--- config.mk ---
export PLATFORM = sky130hd
export DESIGN_NAME = sirv_gnrl_rrarb_flat
export DESIGN_NICKNAME = d
export VERILOG_FILES = /design/src/rtl/sirv_gnrl_rrarb_pkg.sv /design/src/rtl/sirv_gnrl_rrarb_if.sv /design/src/rtl/sirv_gnrl_dfflr.sv /design/src/rtl/sirv_gnrl_dfflrs.sv /design/src/rtl/sirv_gnrl_rr_pick.sv /design/src/rtl/sirv_gnrl_rrarb.sv /design/src/flat_wrapper.sv
export SDC_FILE = /design/constraint.sdc
export NUM_CORES = 1
export LEC_CHECK = 0
export CELL_PAD_IN_SITES_DETAIL_PLACEMENT = 0
export CELL_PAD_IN_SITES_GLOBAL_PLACEMENT = 1
export CORE_UTILIZATION = 16
export DETAILED_ROUTE_END_ITERATION = 6
export MAX_ROUTING_LAYER = met4
export PLACE_DENSITY = 0.91
export SETUP_SLACK_MARGIN = 0.4
export SLEW_MARGIN = 10
export SYNTH_ARGS = -nofsm -noshare
export SYNTH_HDL_FRONTEND = slang
export SYNTH_SLANG_ARGS = --single-unit
--- constraint.sdc ---
create_clock -name clk -period 3.1 [get_ports clk]
set_input_delay 0.465 -clock clk [delete_from_list [all_inputs] [get_ports clk]]
set_output_delay 0.465 -clock clk [all_outputs]
set_load 0.05 [all_outputs]
--- src/rtl/sirv_gnrl_rrarb_pkg.sv ---
// sirv_gnrl_rrarb_pkg: state encodings and width helper shared by the round-robin arbiter
package sirv_gnrl_rrarb_pkg;
  typedef enum logic [1:0] {
    RRARB_ST_ARB  = 2'd0,
    RRARB_ST_HOLD = 2'd1,
    RRARB_ST_LOCK = 2'd2
  } rrarb_st_e;
  function automatic int clog2(input int n);
    return n > 1 ? $clog2(n) : 1;
  endfunction
endpackage

--- src/rtl/sirv_gnrl_rrarb_if.sv ---
// sirv_gnrl_rrarb_if: N requester channels in, one shared valid/ready channel out
interface sirv_gnrl_rrarb_if import sirv_gnrl_rrarb_pkg::*; #(
  parameter int N  = 4,
  parameter int DW = 32
);
  localparam int IW = clog2(N);
  logic [N-1:0]    i_req_valid;
  logic [N-1:0]    i_req_ready;
  logic [N*DW-1:0] i_req_dat;
  logic [N-1:0]    i_req_last;
  logic            o_valid;
  logic            o_ready;
  logic [DW-1:0]   o_dat;
  logic [IW-1:0]   o_id;
  logic            o_last;
  modport master (
    output i_req_valid, i_req_dat, i_req_last, o_ready,
    input  i_req_ready, o_valid, o_dat, o_id, o_last
  );
  modport slave (
    input  i_req_valid, i_req_dat, i_req_last, o_ready,
    output i_req_ready, o_valid, o_dat, o_id, o_last
  );
endinterface

--- src/rtl/sirv_gnrl_dfflr.sv ---
// sirv_gnrl_dfflr: load-enabled flop, async active-low reset to zero
module sirv_gnrl_dfflr #(
  parameter int DW = 1
) (
  input  logic          lden,
  input  logic [DW-1:0] dnxt,
  output logic [DW-1:0] qout,
  input  logic          clk,
  input  logic          rst_n
);
  always_ff @(posedge clk or negedge rst_n)
    if (!rst_n) qout <= '0;
    else if (lden) qout <= dnxt;
endmodule

--- src/rtl/sirv_gnrl_dfflrs.sv ---
// sirv_gnrl_dfflrs: load-enabled flop, async active-low reset to ones
module sirv_gnrl_dfflrs #(
  parameter int DW = 1
) (
  input  logic          lden,
  input  logic [DW-1:0] dnxt,
  output logic [DW-1:0] qout,
  input  logic          clk,
  input  logic          rst_n
);
  always_ff @(posedge clk or negedge rst_n)
    if (!rst_n) qout <= '1;
    else if (lden) qout <= dnxt;
endmodule

--- src/rtl/sirv_gnrl_rr_pick.sv ---
// sirv_gnrl_rr_pick: first set req bit at or above one-hot ptr, wrapping; onehot0 result
module sirv_gnrl_rr_pick #(
  parameter int N = 4
) (
  input  logic [N-1:0] req,
  input  logic [N-1:0] ptr,
  output logic [N-1:0] gnt
);
  logic [2*N-1:0] dreq, dgnt;
  assign dreq = {req, req};
  // borrow from ptr clears exactly the first requester at or after ptr in the doubled vector
  assign dgnt = dreq & ~(dreq - {{N{1'b0}}, ptr});
  assign gnt  = dgnt[N-1:0] | dgnt[2*N-1:N];
endmodule

--- src/rtl/sirv_gnrl_rrarb.sv ---
// sirv_gnrl_rrarb: round-robin arbiter with burst lock and stall hold.
// Define SIRV_GNRL_RRARB_OUTREG_EN for a 1-entry registered output stage.
module sirv_gnrl_rrarb import sirv_gnrl_rrarb_pkg::*; #(
  parameter int N  = 4,
  parameter int DW = 32
) (
  input  logic clk,
  input  logic rst_n,
  sirv_gnrl_rrarb_if.slave bus
);
  localparam int IW = clog2(N);
  logic [1:0]    st_q;
  rrarb_st_e     st, st_nxt;
  logic [N-1:0]  ptr, ptr_nxt, pick, gnt_q, grant, gv;
  logic          gvalid, glast, chan_rdy, hs;
  logic [DW-1:0] sel_dat;
  logic [IW-1:0] sel_id;
  assign st = rrarb_st_e'(st_q);
  sirv_gnrl_rr_pick #(.N(N)) u_pick (.req(bus.i_req_valid), .ptr(ptr), .gnt(pick));
  assign grant  = (st == RRARB_ST_ARB) ? pick : gnt_q;
  assign gv     = grant & bus.i_req_valid;
  assign gvalid = |gv;
  assign glast  = |(gv & bus.i_req_last);
  assign hs     = gvalid & chan_rdy;
  assign bus.i_req_ready = grant & {N{chan_rdy}};
  always_comb begin
    sel_dat = '0;
    sel_id  = '0;
    ptr_nxt = '0;
    for (int k = 0; k < N; k++) begin
      sel_dat |= {DW{gv[k]}} & bus.i_req_dat[k*DW +: DW];
      sel_id  |= gv[k] ? IW'(k) : '0;
      ptr_nxt[(k+1)%N] = grant[k];
    end
  end
  always_comb begin
    st_nxt = st;
    if (st == RRARB_ST_HOLD)
      st_nxt = hs ? (glast ? RRARB_ST_ARB : RRARB_ST_LOCK) : RRARB_ST_HOLD;
    else if (st == RRARB_ST_LOCK)
      st_nxt = (hs & glast) ? RRARB_ST_ARB : RRARB_ST_LOCK;
    else
      st_nxt = hs ? (glast ? RRARB_ST_ARB : RRARB_ST_LOCK) : (gvalid ? RRARB_ST_HOLD : RRARB_ST_ARB);
  end
  sirv_gnrl_dfflr #(2) u_st (.lden(1'b1), .dnxt(st_nxt), .qout(st_q), .clk, .rst_n);
  sirv_gnrl_dfflr #(N) u_gnt (.lden(st == RRARB_ST_ARB), .dnxt(pick), .qout(gnt_q), .clk, .rst_n);
  // only a finishing beat rotates priority, so a burst owner keeps its slot across the burst
  sirv_gnrl_dfflrs #(1) u_ptr0 (.lden(hs & glast), .dnxt(ptr_nxt[0]), .qout(ptr[0]), .clk, .rst_n);
  sirv_gnrl_dfflr #(N-1) u_ptrh (.lden(hs & glast), .dnxt(ptr_nxt[N-1:1]), .qout(ptr[N-1:1]), .clk, .rst_n);
`ifdef SIRV_GNRL_RRARB_OUTREG_EN
  logic          ovld_q;
  logic [DW+IW:0] oreg_q;
  assign chan_rdy = ~ovld_q | bus.o_ready;
  sirv_gnrl_dfflr #(1) u_ovld (.lden(chan_rdy), .dnxt(gvalid), .qout(ovld_q), .clk, .rst_n);
  sirv_gnrl_dfflr #(DW+IW+1) u_oreg (.lden(chan_rdy), .dnxt({sel_dat, sel_id, glast}), .qout(oreg_q), .clk, .rst_n);
  assign bus.o_valid = ovld_q;
  assign {bus.o_dat, bus.o_id, bus.o_last} = oreg_q;
`else
  assign chan_rdy    = bus.o_ready;
  assign bus.o_valid = gvalid;
  assign bus.o_dat   = sel_dat;
  assign bus.o_id    = sel_id;
  assign bus.o_last  = glast;
`endif
  a_ordy_known: assert property (@(posedge clk) disable iff (!rst_n) !$isunknown(bus.o_ready));
  a_valid_known: assert property (@(posedge clk) disable iff (!rst_n) !$isunknown(bus.i_req_valid));
  a_ready_onehot0: assert property (@(posedge clk) disable iff (!rst_n) $onehot0(bus.i_req_ready));
endmodule
--- src/flat_wrapper.sv ---
// flat-port wrapper written by rule: the top's interface ports become plain ports
module sirv_gnrl_rrarb_flat import sirv_gnrl_rrarb_pkg::*;
#(
  parameter int N  = 4,
  parameter int DW = 32
)
  (clk, rst_n, bus_i_req_valid, bus_i_req_dat, bus_i_req_last, bus_o_ready, bus_i_req_ready, bus_o_valid, bus_o_dat, bus_o_id, bus_o_last);
  sirv_gnrl_rrarb_if #(.N(N), .DW(DW)) bus_i ();
  input  logic clk;
  input  logic rst_n;
  input wire logic [$bits(bus_i.i_req_valid)-1:0] bus_i_req_valid;
  input wire logic [$bits(bus_i.i_req_dat)-1:0] bus_i_req_dat;
  input wire logic [$bits(bus_i.i_req_last)-1:0] bus_i_req_last;
  input wire logic [$bits(bus_i.o_ready)-1:0] bus_o_ready;
  output wire logic [$bits(bus_i.i_req_ready)-1:0] bus_i_req_ready;
  output wire logic [$bits(bus_i.o_valid)-1:0] bus_o_valid;
  output wire logic [$bits(bus_i.o_dat)-1:0] bus_o_dat;
  output wire logic [$bits(bus_i.o_id)-1:0] bus_o_id;
  output wire logic [$bits(bus_i.o_last)-1:0] bus_o_last;
  assign bus_i.i_req_valid = bus_i_req_valid;
  assign bus_i.i_req_dat = bus_i_req_dat;
  assign bus_i.i_req_last = bus_i_req_last;
  assign bus_i.o_ready = bus_o_ready;
  assign bus_i_req_ready = bus_i.i_req_ready;
  assign bus_o_valid = bus_i.o_valid;
  assign bus_o_dat = bus_i.o_dat;
  assign bus_o_id = bus_i.o_id;
  assign bus_o_last = bus_i.o_last;
  sirv_gnrl_rrarb #(.N(N), .DW(DW)) u_core (.clk(clk), .rst_n(rst_n), .bus(bus_i));
endmodule
# Word level (Yosys, flattened, before mapping)

Index checks and enable logic that the tools add are counted.

Flip-flop bits (word level): 10
Word-level logic and storage cells: 38
Output and inout bits: 40

Add/subtract/negate cells: 1
Equal/unequal tests: 2
Reductions and logical operators: 3
Muxes and demuxes: 11
Bitwise gates (word level): 17

Operator list:

| cell                                          | count |
|---|---|
| AND 32 bit                                    | 4 |
| bitwise OR 32 bit                             | 3 |
| 2-to-1 mux 2 bit                              | 8 |
| AND 4 bit                                     | 3 |
| AND 8 bit                                     | 1 |
| NOT 8 bit                                     | 1 |
| OR reduction 4 bit                            | 2 |
| subtractor 8 x 4 -> 8 bit                     | 1 |
| 2-to-1 mux 4 bit                              | 1 |
| bitwise OR 2 bit                              | 2 |
| bitwise OR 4 bit                              | 1 |
| AND 1 bit                                     | 2 |
| == test 2 x 1 -> 1 bit, second input constant | 1 |
| == test 2 bit, second input constant          | 1 |
| zero test 2 bit                               | 1 |
| 2-to-1 mux 1 bit                              | 2 |

# Longest topological paths before layout

Gate-level depths: netlist of the first run.

Depth in word-level cells: 12
Depth in mapped cells: 9
Gate-level depth less buffers: 8

# Cells and area by module

A second synthesis of the first run with hierarchy kept.

Cell total of the unflattened synthesis: 197
Area, all modules: 1,535.2 sq um

By module, submodules not included:

| module                          | instances | area an instance (sq um) | cells an instance |
|---|---|---|---|
| sirv_gnrl_rrarb                 | 1         | 980.9                    | 153 |
| sirv_gnrl_rr_pick               | 1         | 186.4                    | 24 |
| sirv_gnrl_dfflr (u_core.u_gnt)  | 1         | 145.1                    | 8 |
| sirv_gnrl_dfflr (u_core.u_ptrh) | 1         | 108.9                    | 6 |
| sirv_gnrl_dfflr (u_core.u_st)   | 1         | 72.6                     | 4 |
| sirv_gnrl_dfflrs                | 1         | 41.3                     | 2 |

# Worst setup path after synthesis of the first run

OpenSTA, ideal clock, no wires.

Kind: input -> output
Start point: input port bus_i_req_valid[2]
End point: output port bus_o_dat[10]
Arrival time: 2.526 ns
Slack: 0.109 ns
Required time: 2.635 ns
Stages: 8
Buffers on the path: 1
Cell sequence: ha_1 > a21oi_1 > o21a_1 > mux2_2 > nor2_1 > clkbuf_1 > a222oi_1 > nand2_1

Cells in the longest elaborated chain, start to end: 10
Elaborated cells between the ends (all ways): 13
Those cells by class: add/sub (1); mux (1); bitwise (11)

RTL lines:

| item                           | line                    | source |
|---|---|---|
| from (decl)                    | flat_wrapper.sv:11      | `input wire logic [$bits(bus_i.i_req_valid)-1:0] bus_i_req_valid;` |
| subtractor 8 x 4 -> 8 bit      | sirv_gnrl_rr_pick.sv:12 | `assign dgnt = dreq & ~(dreq - {{N{1'b0}}, ptr});` |
| NOT 8 bit                      | sirv_gnrl_rr_pick.sv:12 |  |
| AND 8 bit                      | sirv_gnrl_rr_pick.sv:12 |  |
| bitwise OR 4 bit               | sirv_gnrl_rr_pick.sv:13 | `assign gnt = dgnt[N-1:0] \| dgnt[2*N-1:N];` |
| 2-to-1 mux 4 bit               | sirv_gnrl_rrarb.sv:20   | `assign grant = (st == RRARB_ST_ARB) ? pick : gnt_q;` |
| AND 4 bit *                    | sirv_gnrl_rrarb.sv:21   | `assign gv = grant & bus.i_req_valid;` |
| AND 32 bit                     | sirv_gnrl_rrarb.sv:31   | `sel_dat \|= {DW{gv[k]}} & bus.i_req_dat[k*DW +: DW];` |
| bitwise OR 32 bit (2 in a row) | sirv_gnrl_rrarb.sv:31   |  |
| bitwise OR 32 bit *            | sirv_gnrl_rrarb.sv:31   |  |
| to (decl)                      | flat_wrapper.sv:17      | `output wire logic [$bits(bus_i.o_dat)-1:0] bus_o_dat;` |

Mark *: on every way between the ends. The rest lies on a longest branch, timed or not.

# Final worst setup path of the first run

Start point: register u_core.u_ptr0.qout
End point: output port bus_o_last

Cells in the longest elaborated chain, start to end: 8

RTL lines:

| item                      | line                    | source |
|---|---|---|
| from (decl)               | sirv_gnrl_dfflrs.sv:7   | `output logic [DW-1:0] qout,` |
| from (signal assigned)    | sirv_gnrl_dfflrs.sv:13  | `else if (lden) qout <= dnxt;` |
| subtractor 8 x 4 -> 8 bit | sirv_gnrl_rr_pick.sv:12 |  |
| NOT 8 bit                 | sirv_gnrl_rr_pick.sv:12 |  |
| AND 8 bit                 | sirv_gnrl_rr_pick.sv:12 |  |
| bitwise OR 4 bit          | sirv_gnrl_rr_pick.sv:13 |  |
| 2-to-1 mux 4 bit          | sirv_gnrl_rrarb.sv:20   |  |
| AND 4 bit                 | sirv_gnrl_rrarb.sv:21   |  |
| AND 4 bit                 | sirv_gnrl_rrarb.sv:23   | `assign glast = \|(gv & bus.i_req_last);` |
| OR reduction 4 bit        | sirv_gnrl_rrarb.sv:23   |  |
| to (decl)                 | flat_wrapper.sv:19      | `output wire logic [$bits(bus_i.o_last)-1:0] bus_o_last;` |

Every way passes these cells.

==> summary.txt, run 1 <==
Routing
  • Vias per inst: 4.82
  • Post-route DRC: 0
  • TritonRoute pass-1 iters: 7
  • Post-route ant nets: 0
  • DRT iter0 DRCs: 160
  • Vias: 2537
  • WL/cell: 17.1 um
  • Final WL: 8970 um

Setup path
  • Reg-to-reg startpoint: u_core.u_ptr0.qout
  • Crit path max-delay family: compound AO/OA/AOI/OAI gates
  • R2R setup slack: 0.22 ns
  • CP Capture Point: bus_o_last
  • Critical path endpoint category: output port
  • Buf+Inv Stages, Crit Path: 1
  • Largest stage delay on the critical path: 0.54 ns
  • CP max FO: 5
  • Crit-path cells: nor2b_4, fa_2, o311a_1, o41a_1, a32o_2, or2_4, buf_12
  • Critical path's slowest cell: dfstp_2
  • Critical path depth: 7
  • FF-to-FF End: u_core.u_ptrh.qout[2]
  • Worst Setup SP: u_core.u_ptr0.qout
  • Setup CP Type: reg -> out
  • R2R cell count: 9
  • Critical path arrival: 2.58 ns
  • Worst EP required: 2.63 ns
  • Critical Path Source Type: flop

GRT
  • Total GRT Usage: 0.193
  • Global-route wire length before repair: 13200 um
  • Vias in the first global route: 2604
  • Overflow after GRT: 0
  • Antenna violations before repair: 2
  • Largest net degree at the start of global routing: 20

Logic synthesis
  • Register bit total from synthesis: 10
  • Syn Nets: 338
  • Cell area after synthesis: 0.00142 mm2
  • Post-synth cell types: 40
  • Cells after synthesis: 195
  • Synth top area cells: a222oi_1 23%, nand2_1 19%, dfrtp_1 16%, mux2_4 4.2%, o21ai_0 3.2%
  • Post-Syn Area per Cell: 7.29 um2
  • Yosys top cell by area: a222oi_1
  • Post-synth top area share: 0.225
  • Number of synthesized flops with an enable pin: 0
  • Async S/R FF share, synth: 1.00
  • Synth warnings: 0
  • Top_reg_cell synth: dfrtp_1
  • Share of the yosys chip area belonging to registers: 0.177

Power and ir drop
  • Pleak: 2.02 nW
  • Worst VDD drop: 0.630 mV
  • PwrDens: 1270 mW/mm2

Clocking
  • Reg clk slew, reported paths: 0.04 ns
  • Clk Tree Root Cell: clkbuf_8
  • Hold Buf Count CTS: 0
  • Clock buffer depth: 2
  • Num CTS Buffers: 3
  • CTS tree: done
  • Clock Sinks: 10
  • H-tree Lvls: 1
  • Clk_lat worst skew: 0.23 ns

Floorplan
  • Starting density of the core: 0.164
  • # IOs: 179
  • Die Y: 96.3 um
  • Core area: 0.00868 mm2
  • Die footprint: 0.00926 mm2
  • Row Count: 34
  • Die W: 96.3 um

Outcome
  • Status: complete, no violations

STA
  • Tmin final: 3.05 ns
  • Worst-Margin Slew: 0.530 ns
  • FMAX: 328 MHz
  • Number of endpoints failing setup at the final stage: 0
  • Slew headroom: 0.646
  • Final worst path period share: 0.983
  • Unrepaired setup endpoints after global routing: yes
  • Number of max-slew violations in the final report: 0
  • Clock Skew: 0.00490 ns
  • Fin. Hold Viols: 0
  • Setup TNS after final layout: 0 ns

Placement
  • GPL Wtd Cong: 0.881
  • Number of port buffers: 178
  • Detailed placement HPWL: 6460 um

Finish
  • Fill count: 797
  • Area delta synth->final: 234%
  • Final Util: 0.547
  • Layout cells sized above 1: 0.471
  • Nets: 560

Worst hold path
  • Worst hold path type: reg -> reg
  • Hold Crit Start: u_core.u_ptrh.qout[2]

Job
  • Max-cap violations: 0
==> report_power, final <==
part / switching [mW] / internal, mW
Clock: 0.0449 / 0.0895
Sequential: 0.0532 / 0.191
Combinational: 2.82 / 2.82
==> metal layers <==
| layer | GRT usage | part of all wire |
|---|---|---|
| met5 | - | 0 |
| met4 | 0.0410 | 0.015 |
| met3 | 0.0379 | 0.060 |
| met2 | 0.355 | 0.54 |
| met1 | 0.214 | 0.39 |
==> worst min path at each step <==
stage,to,cells after the start,slack (ns)
global route,u_core.u_ptrh.qout[2],1,0.55
floorplan,u_core.u_gnt.qout[0],0,0.17
CTS,u_core.u_ptrh.qout[2],1,0.53
detailed placement,u_core.u_ptrh.qout[2],1,0.51
global placement,u_core.u_ptrh.qout[1],1,0.50
finish,u_core.u_ptrh.qout[2],1,0.53
==> state kept, by name, indices dropped and copies added, names as in the netlist <==
name / cells
u_core.u_gnt.qout: 4
u_core.u_ptrh.qout: 3
u_core.u_st.qout: 2
u_core.u_ptr0.qout: 1
==> what timing repair did <==
action / in CTS / in global routing
pin swaps: 29 / 20
cloned: 7 / 1
resized for setup: 67 / 49
buffers inserted: 17 / 1
setup endpoints to repair: 46 / 46
==> area by class of cell <==
type | count | area, um2 | share of cell area
sequential | 10 | 251 | 0.0530
tap | 108 | 135 | 0.0285
clock buffer | 4 | 45.0 | 0.00948
timing repair buffer | 231 | 2820 | 0.594
antenna | 2 | 5.00 | 0.00105
inverter | 8 | 30.0 | 0.00632
multi-input combinational | 163 | 1460 | 0.308
==> metrics by stage <==
step                hold WS [ns]  instance area, um2  cells  total power [mW]  worst slack [ns]
global route               0.546                4750    526              6.28           -0.0367
floorplan                  0.169                1520    195              2.67             0.407
finish                     0.527                4750    526              6.02            0.0539
detailed placement         0.508                4030    494              5.02            -0.208
global placement           0.503                4030    494              4.97            -0.165
CTS                        0.527                4530    522              5.79            0.0124
==> synth_stat cells (all sizes together), types with 4 or more instances <==
| master | n |
|---|---|
| inv | 8 |
| clkbuf | 13 |
| nand2 | 72 |
| or2 | 4 |
| and2 | 4 |
| dfrtp | 9 |
| nor2 | 4 |
| mux2 | 5 |
| o21ai | 9 |
| a222oi | 32 |
==> cells in the final DEF, fill, tap and decap left out, drive strengths merged, types with 2 or more instances in the layout <==
cell and count:
o211ai 2, buf 93, o21ai 9, nand2 72
mux2 5, clkbuf 6, or2 4, a222oi 32
nor2 4, inv 8, clkdlybuf4s15 2, a21oi 3
diode 2, o21a 3, ha 3, clkdlybuf4s50 134
nor2b 2, and2 4, dfrtp 9, nor3 2
==> worst reg2reg max path, delay by kind of cell (launching register included) <==
family	cells	cell delay (ns)
AO/OA/AOI/OAI	4	1.02
adder cells (fa/ha/maj)	1	0.47
multiplexers	1	0.33
buffers and inverters	2	0.24
AND/OR/NAND/NOR	1	0.16
flip-flops	1	0.54
==> cell families after synthesis <==
family / count (synthesis) / synth area share
and+or+nand+nor: 91 / 0.267
xor gates and xnor gates: 1 / 0.00616
buffers and inverters: 22 / 0.0643
DFF: 10 / 0.177
adders and majority gates: 4 / 0.0405
muxes: 6 / 0.0572
AOI/OAI and AO/OA: 61 / 0.388
(Power assumes the default switching activity.)
==> inputs of run 2 (changes only) <==
--- a/config.mk
+++ b/config.mk
@@ -7,10 +7,12 @@
 export LEC_CHECK = 0
 export CELL_PAD_IN_SITES_DETAIL_PLACEMENT = 0
 export CELL_PAD_IN_SITES_GLOBAL_PLACEMENT = 1
-export CORE_UTILIZATION = 16
+export CORE_AREA = 2 2 68 70
 export DETAILED_ROUTE_END_ITERATION = 6
+export DIE_AREA = 0 0 70 72
+export DONT_BUFFER_PORTS = 1
 export MAX_ROUTING_LAYER = met4
-export PLACE_DENSITY = 0.91
+export PLACE_DENSITY = 0.78
 export SETUP_SLACK_MARGIN = 0.4
 export SLEW_MARGIN = 10
 export SYNTH_ARGS = -nofsm -noshare
==> summary.txt, run 2 (synthesized netlist as in run 1, its figures left out) <==
Setup path
  • Largest stage delay on the critical path: 0.58 ns
  • Critical path endpoint category: output port
  • Critical Path Source Type: flop
  • Worst EP required: 2.63 ns
  • Crit path max-delay family: compound AO/OA/AOI/OAI gates
  • Worst Setup SP: u_core.u_ptr0.qout
  • Critical path arrival: 2.62 ns
  • Crit-path cells: nor2b_4, fa_2, o41a_4, a2111o_4, buf_12
  • CP max FO: 6
  • Reg-to-reg startpoint: u_core.u_ptr0.qout
  • Buf+Inv Stages, Crit Path: 1
  • Setup CP Type: reg -> out
  • Critical path's slowest cell: o41a_4

Power and ir drop
  • Clock power share: 0.033
  • P_sw: 2.72 mW
  • Reg power frac: 0.046
  • Comb power frac: 0.921
  • Cell internal pwr: 2.52 mW
  • Pleak: 1.18 nW
  • Switch share: 0.520
  • PwrDens: 1890 mW/mm2
  • Worst VDD drop: 1.12 mV
  • Power Total: 5.24 mW

Clocking
  • Clock Sinks: 10
  • Clock buffer depth: 2
  • Reg clk slew, reported paths: 0.05 ns
  • Clk_lat worst skew: 0.24 ns
  • H-tree Lvls: 1
  • Num CTS Buffers: 3
  • CTS tree: done
  • Clk Tree Root Cell: clkbuf_8

Routing
  • DRT iter0 DRCs: 409
  • Final WL: 7440 um
  • TritonRoute pass-1 iters: 7
  • Vias: 1997
  • Post-route DRC: 31
  • Vias per inst: 6.72
  • Post-route ant nets: 0
  • WL/cell: 25.0 um

Finish
  • Most frequent cells in the layout: 41 x nand2_1, 36 x buf_12, 32 x a222oi_1, 31 x nand2_2, 10 x buf_6
  • Cell area after layout: 0.00277 mm2
  • Largest register FFs: 4
  • Area delta synth->final: 95.2%
  • Seq. cell area: 253 um2
  • Fill count: 334
  • Multi-input gate area: 0.00130 mm2
  • Layout cells sized above 1: 0.531
  • Nets: 389
  • Regs by FF count: u_core.u_gnt.qout (4), u_core.u_ptrh.qout (3), u_core.u_st.qout (2)
  • ANT cells: 0
  • Most common cell after layout, fill and taps aside: nand2_1
  • Register with the most flip-flops: u_core.u_gnt.qout
  • Post-Layout Cell Count: 297

Outcome
  • Status: finished, violations left
  • Failing checks: design-rule violations

Placement
  • Number of port buffers: 0
  • Area of placed instances: 0.00224 mm2
  • GPL Wtd Cong: 0.891
  • Placed cells: 272
  • Pre-CTS setup slack: -0.0599 ns
  • Detailed placement HPWL: 5040 um

Floorplan
  • Starting density of the core: 0.333
  • Die W: 70 um
  • # IOs: 179
  • Die footprint: 0.00504 mm2
  • Row Count: 24
  • Die Y: 72 um
  • Core area: 0.00426 mm2

GRT
  • Overflow after GRT: 0
  • Global-route wire length before repair: 10400 um
  • Vias in the first global route: 1924
  • Largest net degree at the start of global routing: 36
  • Antenna violations before repair: 0
  • Total GRT Usage: 0.275

STA
  • Fin. Hold Viols: 0
  • Hold slack: 0.0585 ns
  • Slew headroom: 0.592
  • Clock Skew: 0.00624 ns
  • Tmin final: 3.08 ns
  • Worst-Margin Slew: 0.611 ns
  • Number of endpoints failing setup at the final stage: 0
  • Number of max-slew violations in the final report: 0
  • FMAX: 324 MHz
  • Worst setup margin: 0.0162 ns
  • Unrepaired setup endpoints after global routing: yes
  • Final worst path period share: 0.995

Job
  • Max-cap violations: 0

Worst hold path
  • Worst hold path type: in -> async
==> run 2: worst paths after layout <==
| path | to | slack, ns | depth (start not counted) |
|---|---|---|---|
| worst max-delay path | bus_o_valid | 0.02 | 5 |
| worst min-delay path | u_core.u_ptr0.qout | 0.06 | 0 |
| worst max register to register | u_core.u_ptrh.qout[2] | 0.13 | 8 |
| worst min register to register | u_core.u_ptrh.qout[2] | 0.51 | 1 |
| max in group asynchronous | u_core.u_ptrh.qout[0] | 2.19 | 1 |
| min in group clk | u_core.u_st.qout[1] | 0.38 | 2 |
==> run 2: what timing repair did <==
item	4_1_cts	5_1_grt
cloned	5	3
gates resized for setup	31	17
hold endpoints to repair	9	0
setup buffers	9	3
hold buffers	1	0
endpoints found under the setup margin	44	44
pin swaps	45	27
==> run 2: layout make-up <==
class,instances,area share
clock buffers,4,0.0198
well taps,52,0.0235
flip-flops and latches,10,0.0911
inverters,8,0.0108
multi-input cells,164,0.469
repair buffers,59,0.386
==> run 2: stage by stage <==
| stage | util | TNS, ns |
|---|---|---|
| finish | 0.651 | 0 |
| global route | 0.651 | -0.226 |
| CTS | 0.614 | 0 |
| detailed placement | 0.525 | -0.457 |
| global placement | 0.525 | 0 |
| floorplan | - | 0 |
==> run 2: metal layers <==
metal,GRT usage,routed length [um],up-vias
met5,-,0,-
met4,0.0812,144,0
met3,0.0417,805,16
met2,0.451,3650,168
met1,0.353,2840,956
li1,-,-,857
==> run 2: power by group through the flow <==
stage | sequential, mW | clock, mW | combinational (mW)
floorplan | 0.223 | 0 | 2.44
global placement | 0.232 | 0 | 4.09
detailed placement | 0.235 | 0 | 4.12
CTS | 0.238 | 0.172 | 4.59
global route | 0.251 | 0.179 | 5.00
finish | 0.241 | 0.171 | 4.83
==> inputs of run 3 (changes only) <==
--- a/config.mk
+++ b/config.mk
@@ -7,12 +7,9 @@
 export LEC_CHECK = 0
 export CELL_PAD_IN_SITES_DETAIL_PLACEMENT = 0
 export CELL_PAD_IN_SITES_GLOBAL_PLACEMENT = 1
-export CORE_AREA = 2 2 68 70
+export CORE_UTILIZATION = 16
 export DETAILED_ROUTE_END_ITERATION = 6
-export DIE_AREA = 0 0 70 72
-export DONT_BUFFER_PORTS = 1
-export MAX_ROUTING_LAYER = met4
-export PLACE_DENSITY = 0.78
+export PLACE_DENSITY = 0.91
 export SETUP_SLACK_MARGIN = 0.4
 export SLEW_MARGIN = 10
 export SYNTH_ARGS = -nofsm -noshare
==> summary.txt, run 3 (synthesized netlist as in run 1, its figures left out) <==
Outcome
  • Status: complete, no violations

Clocking
  • Clk Tree Root Cell: clkbuf_8
  • H-tree Lvls: 1
  • CTS tree: done
  • Num CTS Buffers: 3
  • Reg clk slew, reported paths: 0.04 ns
  • Clk_lat worst skew: 0.23 ns
  • Clock Sinks: 10
  • Clock buffer depth: 2

STA
  • Number of endpoints failing setup at the final stage: 0
  • Clock Skew: 0.00490 ns
  • Number of max-slew violations in the final report: 0
  • FMAX: 328 MHz
  • Fin. Hold Viols: 0
  • Slew headroom: 0.643
  • Hold slack: 0.527 ns
  • Final worst path period share: 0.983
  • Setup TNS after final layout: 0 ns
  • Worst setup margin: 0.0525 ns
  • Worst-Margin Slew: 0.534 ns
  • Unrepaired setup endpoints after global routing: yes
  • Tmin final: 3.05 ns

Finish
  • Register with the most flip-flops: u_core.u_gnt.qout
  • Area delta synth->final: 234%
  • Multi-input gate area: 0.00146 mm2
  • Largest register FFs: 4
  • Layout cells sized above 1: 0.471
  • Cell area after layout: 0.00475 mm2
  • Final Util: 0.547
  • Fill count: 797
  • Most frequent cells in the layout: 134 x clkdlybuf4s50_1, 49 x buf_12, 38 x nand2_2, 32 x a222oi_1, 28 x buf_4
  • Nets: 560
  • Most common cell after layout, fill and taps aside: clkdlybuf4s50_1
  • Seq. cell area: 251 um2
  • Regs by FF count: u_core.u_gnt.qout (4), u_core.u_ptrh.qout (3), u_core.u_st.qout (2)
  • Post-Layout Cell Count: 525

Setup path
  • Critical path arrival: 2.58 ns
  • Critical Path Source Type: flop
  • Setup CP Type: reg -> out
  • Worst EP required: 2.63 ns
  • CP max FO: 5
  • Critical path endpoint category: output port

GRT
  • Largest net degree at the start of global routing: 20
  • Total GRT Usage: 0.187
  • Antenna violations before repair: 2
  • Global-route wire length before repair: 13200 um
  • Vias in the first global route: 2609
  • Overflow after GRT: 0

Power and ir drop
  • Comb power frac: 0.937
  • Reg power frac: 0.041
  • PwrDens: 1270 mW/mm2
  • Power Total: 6.02 mW
  • Worst VDD drop: 0.630 mV
  • Clock power share: 0.022
  • Cell internal pwr: 3.10 mW
  • Switch share: 0.484
  • P_sw: 2.91 mW
  • Pleak: 2.02 nW

Placement
  • Placed cells: 494
  • Area of placed instances: 0.00403 mm2
  • Detailed placement HPWL: 6460 um
  • Number of port buffers: 178
  • GPL Wtd Cong: 0.867
  • Pre-CTS setup slack: -0.208 ns

Floorplan
  • Row Count: 34
  • Starting density of the core: 0.164
  • Die footprint: 0.00926 mm2
  • Die W: 96.3 um
  • Core area: 0.00868 mm2
  • # IOs: 179
  • Die Y: 96.3 um

Routing
  • Top sig layer: met5
  • Wire length on met1: 3240 um
  • Routed wl met2: 4790 um
  • WL/cell: 17.1 um
  • TritonRoute pass-1 iters: 7
  • Met3 WL: 750 um
  • Vias: 2560
  • DRT iter0 DRCs: 165
  • Final WL: 8970 um
  • Vias per inst: 4.88
  • Post-route DRC: 0
  • Post-route ant nets: 0

Worst hold path
  • Worst hold path type: reg -> reg

Job
  • Max-cap violations: 0
## run 3: changes by cell type in the layout (fill, tap and decap cells not counted), moves of 3 or more
cell             delta
clkdlybuf4s50_1   +134
nand2_1            -26
buf_4              +23
nand2_4            +19
buf_12             +13
nand2_2             +7
o21ai_0             -4
o21ai_1             +3
## run 3: area by class of cell
cell class,count,share of cell area
multi-input cells,163,0.308
repair buffers,231,0.594
clock buffers,4,0.00949
diodes,1,0.000527
inverters,8,0.00633
flip-flops and latches,10,0.0530
well taps,108,0.0285
## run 3: power groups by stage
stage          sequential (mW)  clock (mW)  combinational (mW)
3_5_place_dp             0.242           0                4.78
3_3_place_gp             0.240           0                4.73
5_1_grt                  0.253       0.149                5.88
6_report                 0.244       0.134                5.64
4_1_cts                  0.241       0.138                5.41
2_1_floorplan            0.223           0                2.44
## run 3: final timing paths
kind                                  startpoint                    end  slack (ns)  cells past startpoint
setup / recovery              u_core.u_ptr0.qout             bus_o_last        0.05                      7
hold / removal             u_core.u_ptrh.qout[2]  u_core.u_ptrh.qout[2]        0.53                      1
setup reg to reg              u_core.u_ptr0.qout  u_core.u_ptrh.qout[2]        0.22                      9
hold reg to reg            u_core.u_ptrh.qout[2]  u_core.u_ptrh.qout[2]        0.53                      1
max in group asynchronous                  rst_n     u_core.u_ptr0.qout        2.23                      1
min in group asynchronous                  rst_n   u_core.u_gnt.qout[3]        0.54                      1
## run 3: metal layers
metal / up-vias / track usage
met5: - / 0
met4: 2 / 0.0448
met3: 18 / 0.0474
met1: 1204 / 0.207
li1: 1205 / -
met2: 131 / 0.353
## run 3: critical path: stages, from the launching register on
cell and delay, ns:
dfstp_2 0.54, nor2b_4 0.16, fa_2 0.47, o311a_1 0.31, o41a_1 0.20, a32o_2 0.27
or2_4 0.25, buf_12 0.15
## run 3: repair_timing
action / in CTS / in global routing
gates resized for setup: 67 / 49
endpoints found under the setup margin: 46 / 46
pin swaps: 29 / 20
hold buffers: 0 / 0
setup buffers: 17 / 1
hold endpoints to repair: 0 / 0
cloned: 7 / 1
